--- config.mk ---
export PLATFORM = sky130hd
export DESIGN_NAME = instr_issue_buffer
export DESIGN_NICKNAME = d
export VERILOG_FILES = /design/src/rtl/spu_pkg.sv /design/src/rtl/pair_fifo.sv /design/src/rtl/instr_issue_buffer.sv
export SDC_FILE = /design/constraint.sdc
export NUM_CORES = 1
export LEC_CHECK = 0
export CORE_ASPECT_RATIO = 1.25
export CORE_UTILIZATION = 53
export CTS_BUF_LIST = sky130_fd_sc_hd__clkbuf_4 sky130_fd_sc_hd__clkbuf_8 sky130_fd_sc_hd__clkbuf_16
export CTS_CLUSTER_DIAMETER = 100
export DETAILED_ROUTE_END_ITERATION = 10
export PLACE_DENSITY = 0.77
export RECOVER_POWER = 50
export SLEW_MARGIN = 5
export SYNTH_ARGS = -nofsm -noshare
export SYNTH_HDL_FRONTEND = slang
export SYNTH_SLANG_ARGS = --single-unit
--- constraint.sdc ---
create_clock -name clk -period 15.6 [get_ports clk]
set_input_delay 3.12 -clock clk [delete_from_list [all_inputs] [get_ports clk]]
set_output_delay 3.12 -clock clk [all_outputs]
set_load 0.01 [all_outputs]
--- src/rtl/spu_pkg.sv ---
// Shared SPU definitions: datapath width, the LNOP filler encoding and the
// instruction-pair record carried from fetch through the issue buffer.
package spu_pkg;

  localparam int WORD = 32;

  // Encoding placed in an empty slot (misaligned fetch or split issue).
  localparam logic [WORD-1:0] LNOP = 32'h0020_0000;

  typedef struct packed {
    logic [WORD-1:0] pc;
    logic [WORD-1:0] instr1;
    logic [WORD-1:0] instr2;
  } instr_pair_t;

  // Value the storage and outputs show after reset.
  localparam instr_pair_t RESET_PAIR = '{pc: '0, instr1: LNOP, instr2: LNOP};

endpackage

--- src/rtl/pair_fifo.sv ---
// pair_fifo: DEPTH-entry storage of instruction pairs with wrapping
// pointers, an occupancy count and a flush that empties the FIFO at the
// next edge. Flush wins over push and pop. The head entry is read
// combinationally from registers.
module pair_fifo
  import spu_pkg::*;
#(
  parameter int DEPTH = 4
) (
  input  logic                       clk,
  input  logic                       reset,
  input  logic                       flush,
  input  logic                       push,
  input  logic                       pop,
  input  instr_pair_t                wr_data,
  output instr_pair_t                rd_data,
  output logic [$clog2(DEPTH):0]     count
);

  localparam int PW = $clog2(DEPTH);
  localparam int CW = PW + 1;

  logic [PW-1:0] wr_ptr_q, wr_ptr_d;
  logic [PW-1:0] rd_ptr_q, rd_ptr_d;
  logic [CW-1:0] count_q, count_d;
  instr_pair_t   mem_q [DEPTH];
  instr_pair_t   mem_d [DEPTH];

  // Next-state pointers and count; flush discards every entry.
  always_comb begin
    wr_ptr_d = wr_ptr_q;
    rd_ptr_d = rd_ptr_q;
    count_d  = count_q;
    if (flush) begin
      wr_ptr_d = '0;
      rd_ptr_d = '0;
      count_d  = '0;
    end else begin
      if (push) wr_ptr_d = wr_ptr_q + PW'(1);
      if (pop)  rd_ptr_d = rd_ptr_q + PW'(1);
      if (push && !pop)      count_d = count_q + CW'(1);
      else if (pop && !push) count_d = count_q - CW'(1);
    end
  end

  // Next-state storage: only the slot under the write pointer changes.
  always_comb begin
    for (int i = 0; i < DEPTH; i++) begin
      mem_d[i] = mem_q[i];
      if (push && !flush && (wr_ptr_q == PW'(i))) mem_d[i] = wr_data;
    end
  end

  // State registers; storage is cleared so an empty buffer shows LNOPs.
  always_ff @(posedge clk or posedge reset) begin
    if (reset) begin
      wr_ptr_q <= '0;
      rd_ptr_q <= '0;
      count_q  <= '0;
      for (int i = 0; i < DEPTH; i++) mem_q[i] <= RESET_PAIR;
    end else begin
      wr_ptr_q <= wr_ptr_d;
      rd_ptr_q <= rd_ptr_d;
      count_q  <= count_d;
      for (int i = 0; i < DEPTH; i++) mem_q[i] <= mem_d[i];
    end
  end

  assign rd_data = mem_q[rd_ptr_q];
  assign count   = count_q;

endmodule

--- src/rtl/instr_issue_buffer.sv ---
// instr_issue_buffer: consumer side of the fetch interface. Buffers fetched
// instruction pairs, back-pressures fetch when full, presents the head pair
// to decode and supports splitting a pair into two single issues (half
// flag). A taken branch flushes all buffered wrong-path pairs.
// Optional: define ISSUE_BUF_BYPASS_EN to present a fetched pair in the
// same cycle when the buffer is empty.
module instr_issue_buffer
  import spu_pkg::*;
#(
  parameter int DEPTH = 4
) (
  input  logic            clk,
  input  logic            reset,
  input  logic            fetch_valid,
  input  logic [WORD-1:0] fetch_pc,
  input  logic [WORD-1:0] fetch_instr1,
  input  logic [WORD-1:0] fetch_instr2,
  output logic            fetch_stall,
  input  logic            branch_taken,
  input  logic            stop_and_signal,
  input  logic            issue_ready,
  input  logic            issue_one_only,
  output logic            issue_valid,
  output logic [WORD-1:0] issue_pc,
  output logic [WORD-1:0] issue_instr1,
  output logic [WORD-1:0] issue_instr2
);

  localparam int CW = $clog2(DEPTH) + 1;

  logic [CW-1:0] count;
  logic          half_q, half_d;
  logic          accept;
  logic          handshake;
  logic          consume;
  logic          fifo_push;
  logic          fifo_pop;
  instr_pair_t   fetch_pair;
  instr_pair_t   head_pair;
  instr_pair_t   stored_pair;

  assign fetch_pair = '{pc: fetch_pc, instr1: fetch_instr1, instr2: fetch_instr2};

  // Stall looks only at the registered count, so a same-cycle pop never
  // opens a slot for fetch.
  assign fetch_stall = (count == CW'(DEPTH));
  assign accept      = fetch_valid && !fetch_stall && !branch_taken;

`ifdef ISSUE_BUF_BYPASS_EN
  logic bypass;

  // With an empty buffer the fetch pair goes straight to decode; the half
  // flag is always clear here because it only survives with an entry held.
  assign bypass      = (count == '0) && fetch_valid;
  assign issue_valid = (bypass || (count != '0)) && !stop_and_signal;
  assign head_pair   = bypass ? fetch_pair : stored_pair;
  // A bypassed pair that is fully consumed is never written.
  assign fifo_push   = accept && !(bypass && consume);
  assign fifo_pop    = consume && !bypass && !branch_taken;
`else
  assign issue_valid = (count != '0) && !stop_and_signal;
  assign head_pair   = stored_pair;
  assign fifo_push   = accept;
  assign fifo_pop    = consume && !branch_taken;
`endif

  // A handshake consumes the head unless it is the first half of a split.
  assign handshake = issue_valid && issue_ready;
  assign consume   = handshake && (!issue_one_only || half_q);

  // Half flag: set by a split, cleared by the pop that finishes the pair.
  always_comb begin
    half_d = half_q;
    if (branch_taken)   half_d = 1'b0;
    else if (handshake) half_d = !consume;
  end

  // Half flag register.
  always_ff @(posedge clk or posedge reset) begin
    if (reset) half_q <= 1'b0;
    else       half_q <= half_d;
  end

  pair_fifo #(
    .DEPTH (DEPTH)
  ) u_pair_fifo (
    .clk     (clk),
    .reset   (reset),
    .flush   (branch_taken),
    .push    (fifo_push),
    .pop     (fifo_pop),
    .wr_data (fetch_pair),
    .rd_data (stored_pair),
    .count   (count)
  );

  assign issue_pc     = head_pair.pc;
  assign issue_instr1 = half_q ? LNOP : head_pair.instr1;
  assign issue_instr2 = head_pair.instr2;

endmodule

==> results.yml <==
outcome:
  status: "complete, but fails checks"
  violations: "capacitance limit, slew limit"
die:
  die-area_sq_mm: 0.0332
  die_y_um: 204
  core_sq_mm: 0.0319
  row_count: 73
  die_w_um: 163
  initial_utilization_pct: 54.1
  io_pins: 201
route:
  viasPerCell: 5.72
  drt-total-wl_mm: 34.5
  final_antenna_net_count: 0
  num_vias: 9433
  drt_iter0_markers: 484
  wire_per_inst_um: 20.9
  drt-pass1-iter-count: 4
  drc_errors: 0
global_route:
  grt_pass1_vias: 10500
  grt_pass1_wl_mm: 57.0
  grt_usage_pct: 22.1
  grt_max_degree: 189
  overflow: 0
  antenna_found_initial: 2
logic_synthesis:
  ys_top_cells_by_count: "dfrtp_1 (384), mux2_2 (371), mux4_2 (96), buf_2 (44), nor2b_1 (33)"
  muxShareOfSynthArea_pct: 37.8
  synth_simple_gate_area_share_pct: 2.25
  synth_top_area_cell: "dfrtp_1"
  ys_seq_area_share_pct: 57.0
  synth_edf_count: 0
  async_reset_ff_share_pct: 100
  synth.avg_cell_area_sq_um: 16.8
  syn_area_sq_mm: 0.0172
  ys.flop_type: "dfrtp_1"
  synth.top_cell.area_share_pct: 55.8
  synth_cell_types: 36
  synthAdderAreaFrac_pct: 0.407
  synth_compound_area_share_pct: 0.225
  synthCells: 1023
  synth_nets: 1131
  yosys-top-cells-area: "dfrtp_1 (56%), mux2_2 (24%), mux4_2 (13%), buf_2 (1.3%), dfstp_2 (1.2%)"
  yosysWarnings: 0
  synth-seq-cells: 392
  synth.most_common_cell: "dfrtp_1"
  synthXorXnorAreaFrac_pct: 0.254
  synth_top_family_by_area: "multiplexers"
placed_design:
  dp_hpwl_mm: 19.9
  io_buffers: 200
  finalWeightedCongestion: 0.731
critical_path:
  rrSetupSlack_ns: 11.27
  start_kind: "input port"
  worstPathArrival_ns: 7.96
  startpoint: "reset"
  crit_type: "input port to asynchronous set/reset pin"
  r2r-end: "u_pair_fifo.mem_q[28]$_DFFE_PP0P_"
  path_max_fanout: 126
  worstReg2RegStart: "u_pair_fifo.count[2]$_DFFE_PP0P_"
  cp.required_ns: 15.98
  worst_setup_path_end_kind: "asynchronous set/reset pin"
  reg2regPathDepth: 5
  crit_end: "u_pair_fifo.rd_ptr_q[0]$_DFFE_PP0P_"
min_path:
  holdPathStages: 1
  hold_path_class: "flop to flop"
clocking:
  cts_sinks: 392
  clk_path_buf_depth: 3
  numCtsBuffers: 40
  cts_tree: "built"
  hold_buffers: 0
  clkLatencyLatePin_ns: 0.53
  postCtsResizedCells: 0
  clk_pin_slew_ns: 0.06
  cts_htree_levels: 2
  cts_setup_buffers: 0
  cts-root-buf: "clkbuf_16"
power_and_ir_drop:
  p_sw_mw: 0.904
  p_int_mw: 2.68
  ir_drop_v: 0.000118
  power_leakage_nw: 8.99
  combinationalPowerShare_pct: 28.0
  p_clk_share_pct: 26.6
  p_seq_share_pct: 45.4
  p_sw_share_pct: 25.2
  powerDensity_mw_per_mm2: 172
sta:
  rsz0062_at_grt: "false"
  worst_pin_slew_ns: 5.46
  tns_ns: 0
  timing.hold.ws_ns: 0.487
  max_freq_mhz: 132
  hold_viol_final: 0
  slew_headroom_pct: -266
  skew_ns: 0.0126
  min_period_over_period_pct: 48.6
  setup_violations: 0
  finalCriticalPeriod_ns: 7.58
  final-max-slew-violation-count: 254
layout:
  diodes: 0
  final_nets: 1315
  drive_above_1_share_pct: 45.8
  area.growth.synth_to_final_pct: 20.9
  nFillCells: 2341
  post-route-util_pct: 65.3
flow_run:
  max_cap_violations: 5
-- sequential cells by signal, summed over array words and instances (netlist names) --
signal and flops:
u_pair_fifo.mem_q 384, u_pair_fifo.count 3, u_pair_fifo.wr_ptr_q 2, half_q 1
u_pair_fifo.rd_ptr_q 2
-- worst max-delay path: stages --
cell,delay [ns]
dlygate4sd3_1,0.55
clkinvlp_2,3.03
buf_4,1.13
-- power groups by stage --
| stage | combinational, mW | clock, mW | sequential (mW) |
|---|---|---|---|
| 2_1_floorplan | 0.680 | 0 | 1.57 |
| 3_3_place_gp | 0.990 | 0 | 1.62 |
| 3_5_place_dp | 1.02 | 0 | 1.64 |
| 4_1_cts | 1.02 | 0.984 | 1.63 |
| 5_1_grt | 1.09 | 1.02 | 1.68 |
| 6_report | 1.01 | 0.953 | 1.63 |
-- through the flow --
step                      power (mW)  instances  instance area, sq um  worst slack [ns]
after floorplan                 2.25       1023                 17200              1.60
after global placement          2.61       1577                 19500              8.24
after detailed placement        2.66       1577                 19500              8.24
after CTS                       3.63       1649                 20900              8.23
after global routing            3.79       1649                 20800              6.99
final                           3.59       1649                 20800              8.02
-- placed cells by master, fill, tap and decap left out, types with 6 or more instances in the layout --
cell type        netlist  layout
clkbuf_16              0      41
nor2_1                 7       7
mux2_2               371     371
dfstp_2                8       8
clkinv_2               0       6
clkdlybuf4s50_1        0     196
mux2_1                13      13
dfrtp_1              384     381
clkbuf_4               0      11
clkbuf_8               0      12
buf_4                 11       8
nor2b_1               33      33
mux4_2                96      96
-- final cells by class --
type | count | area [sq um] | share of cell area [%]
Clock inverter | 8 | 68.8 | 0.330
Inverter | 5 | 20.0 | 0.0961
Tap cell | 412 | 515 | 2.47
Sequential cell | 392 | 9830 | 47.2
Timing Repair Buffer | 209 | 2080 | 9.99
Multi-Input combinational cell | 559 | 7040 | 33.8
Clock buffer | 64 | 1270 | 6.11
-- kinds of logic after synthesis --
group | Yosys count
AO/OA/AOI/OAI | 5
XOR/XNOR | 5
adder cells (fa/ha/maj) | 5
buffers and inverters | 72
flip-flops | 392
multiplexers | 482
AND/OR/NAND/NOR | 62
-- worst min path at each step --
| stage | startpoint | end | slack [ns] |
|---|---|---|---|
| after CTS | u_pair_fifo.mem_q[233]$_DFFE_PP0P_ | u_pair_fifo.mem_q[233]$_DFFE_PP0P_ | 0.49 |
| after detailed placement | u_pair_fifo.mem_q[247]$_DFFE_PP0P_ | u_pair_fifo.mem_q[247]$_DFFE_PP0P_ | 0.48 |
| after global routing | u_pair_fifo.mem_q[251]$_DFFE_PP0P_ | u_pair_fifo.mem_q[251]$_DFFE_PP0P_ | 0.50 |
| after global placement | u_pair_fifo.mem_q[250]$_DFFE_PP0P_ | u_pair_fifo.mem_q[250]$_DFFE_PP0P_ | 0.47 |
| final | u_pair_fifo.mem_q[233]$_DFFE_PP0P_ | u_pair_fifo.mem_q[233]$_DFFE_PP0P_ | 0.49 |
| after floorplan | u_pair_fifo.mem_q[233]$_DFFE_PP0P_ | u_pair_fifo.mem_q[233]$_DFFE_PP0P_ | 0.46 |
-- per-layer routing --
layer  routed length [um]  global-route usage [%]  vias to the layer above
li1                     -                       -                     4166
met1                14400                    29.1                     5021
met2                17300                    36.2                      191
met3                 2100                    5.86                       51
met4                  682                    6.17                        4
met5                   30                       0                        -
Power figures use the tool's default switching activity.
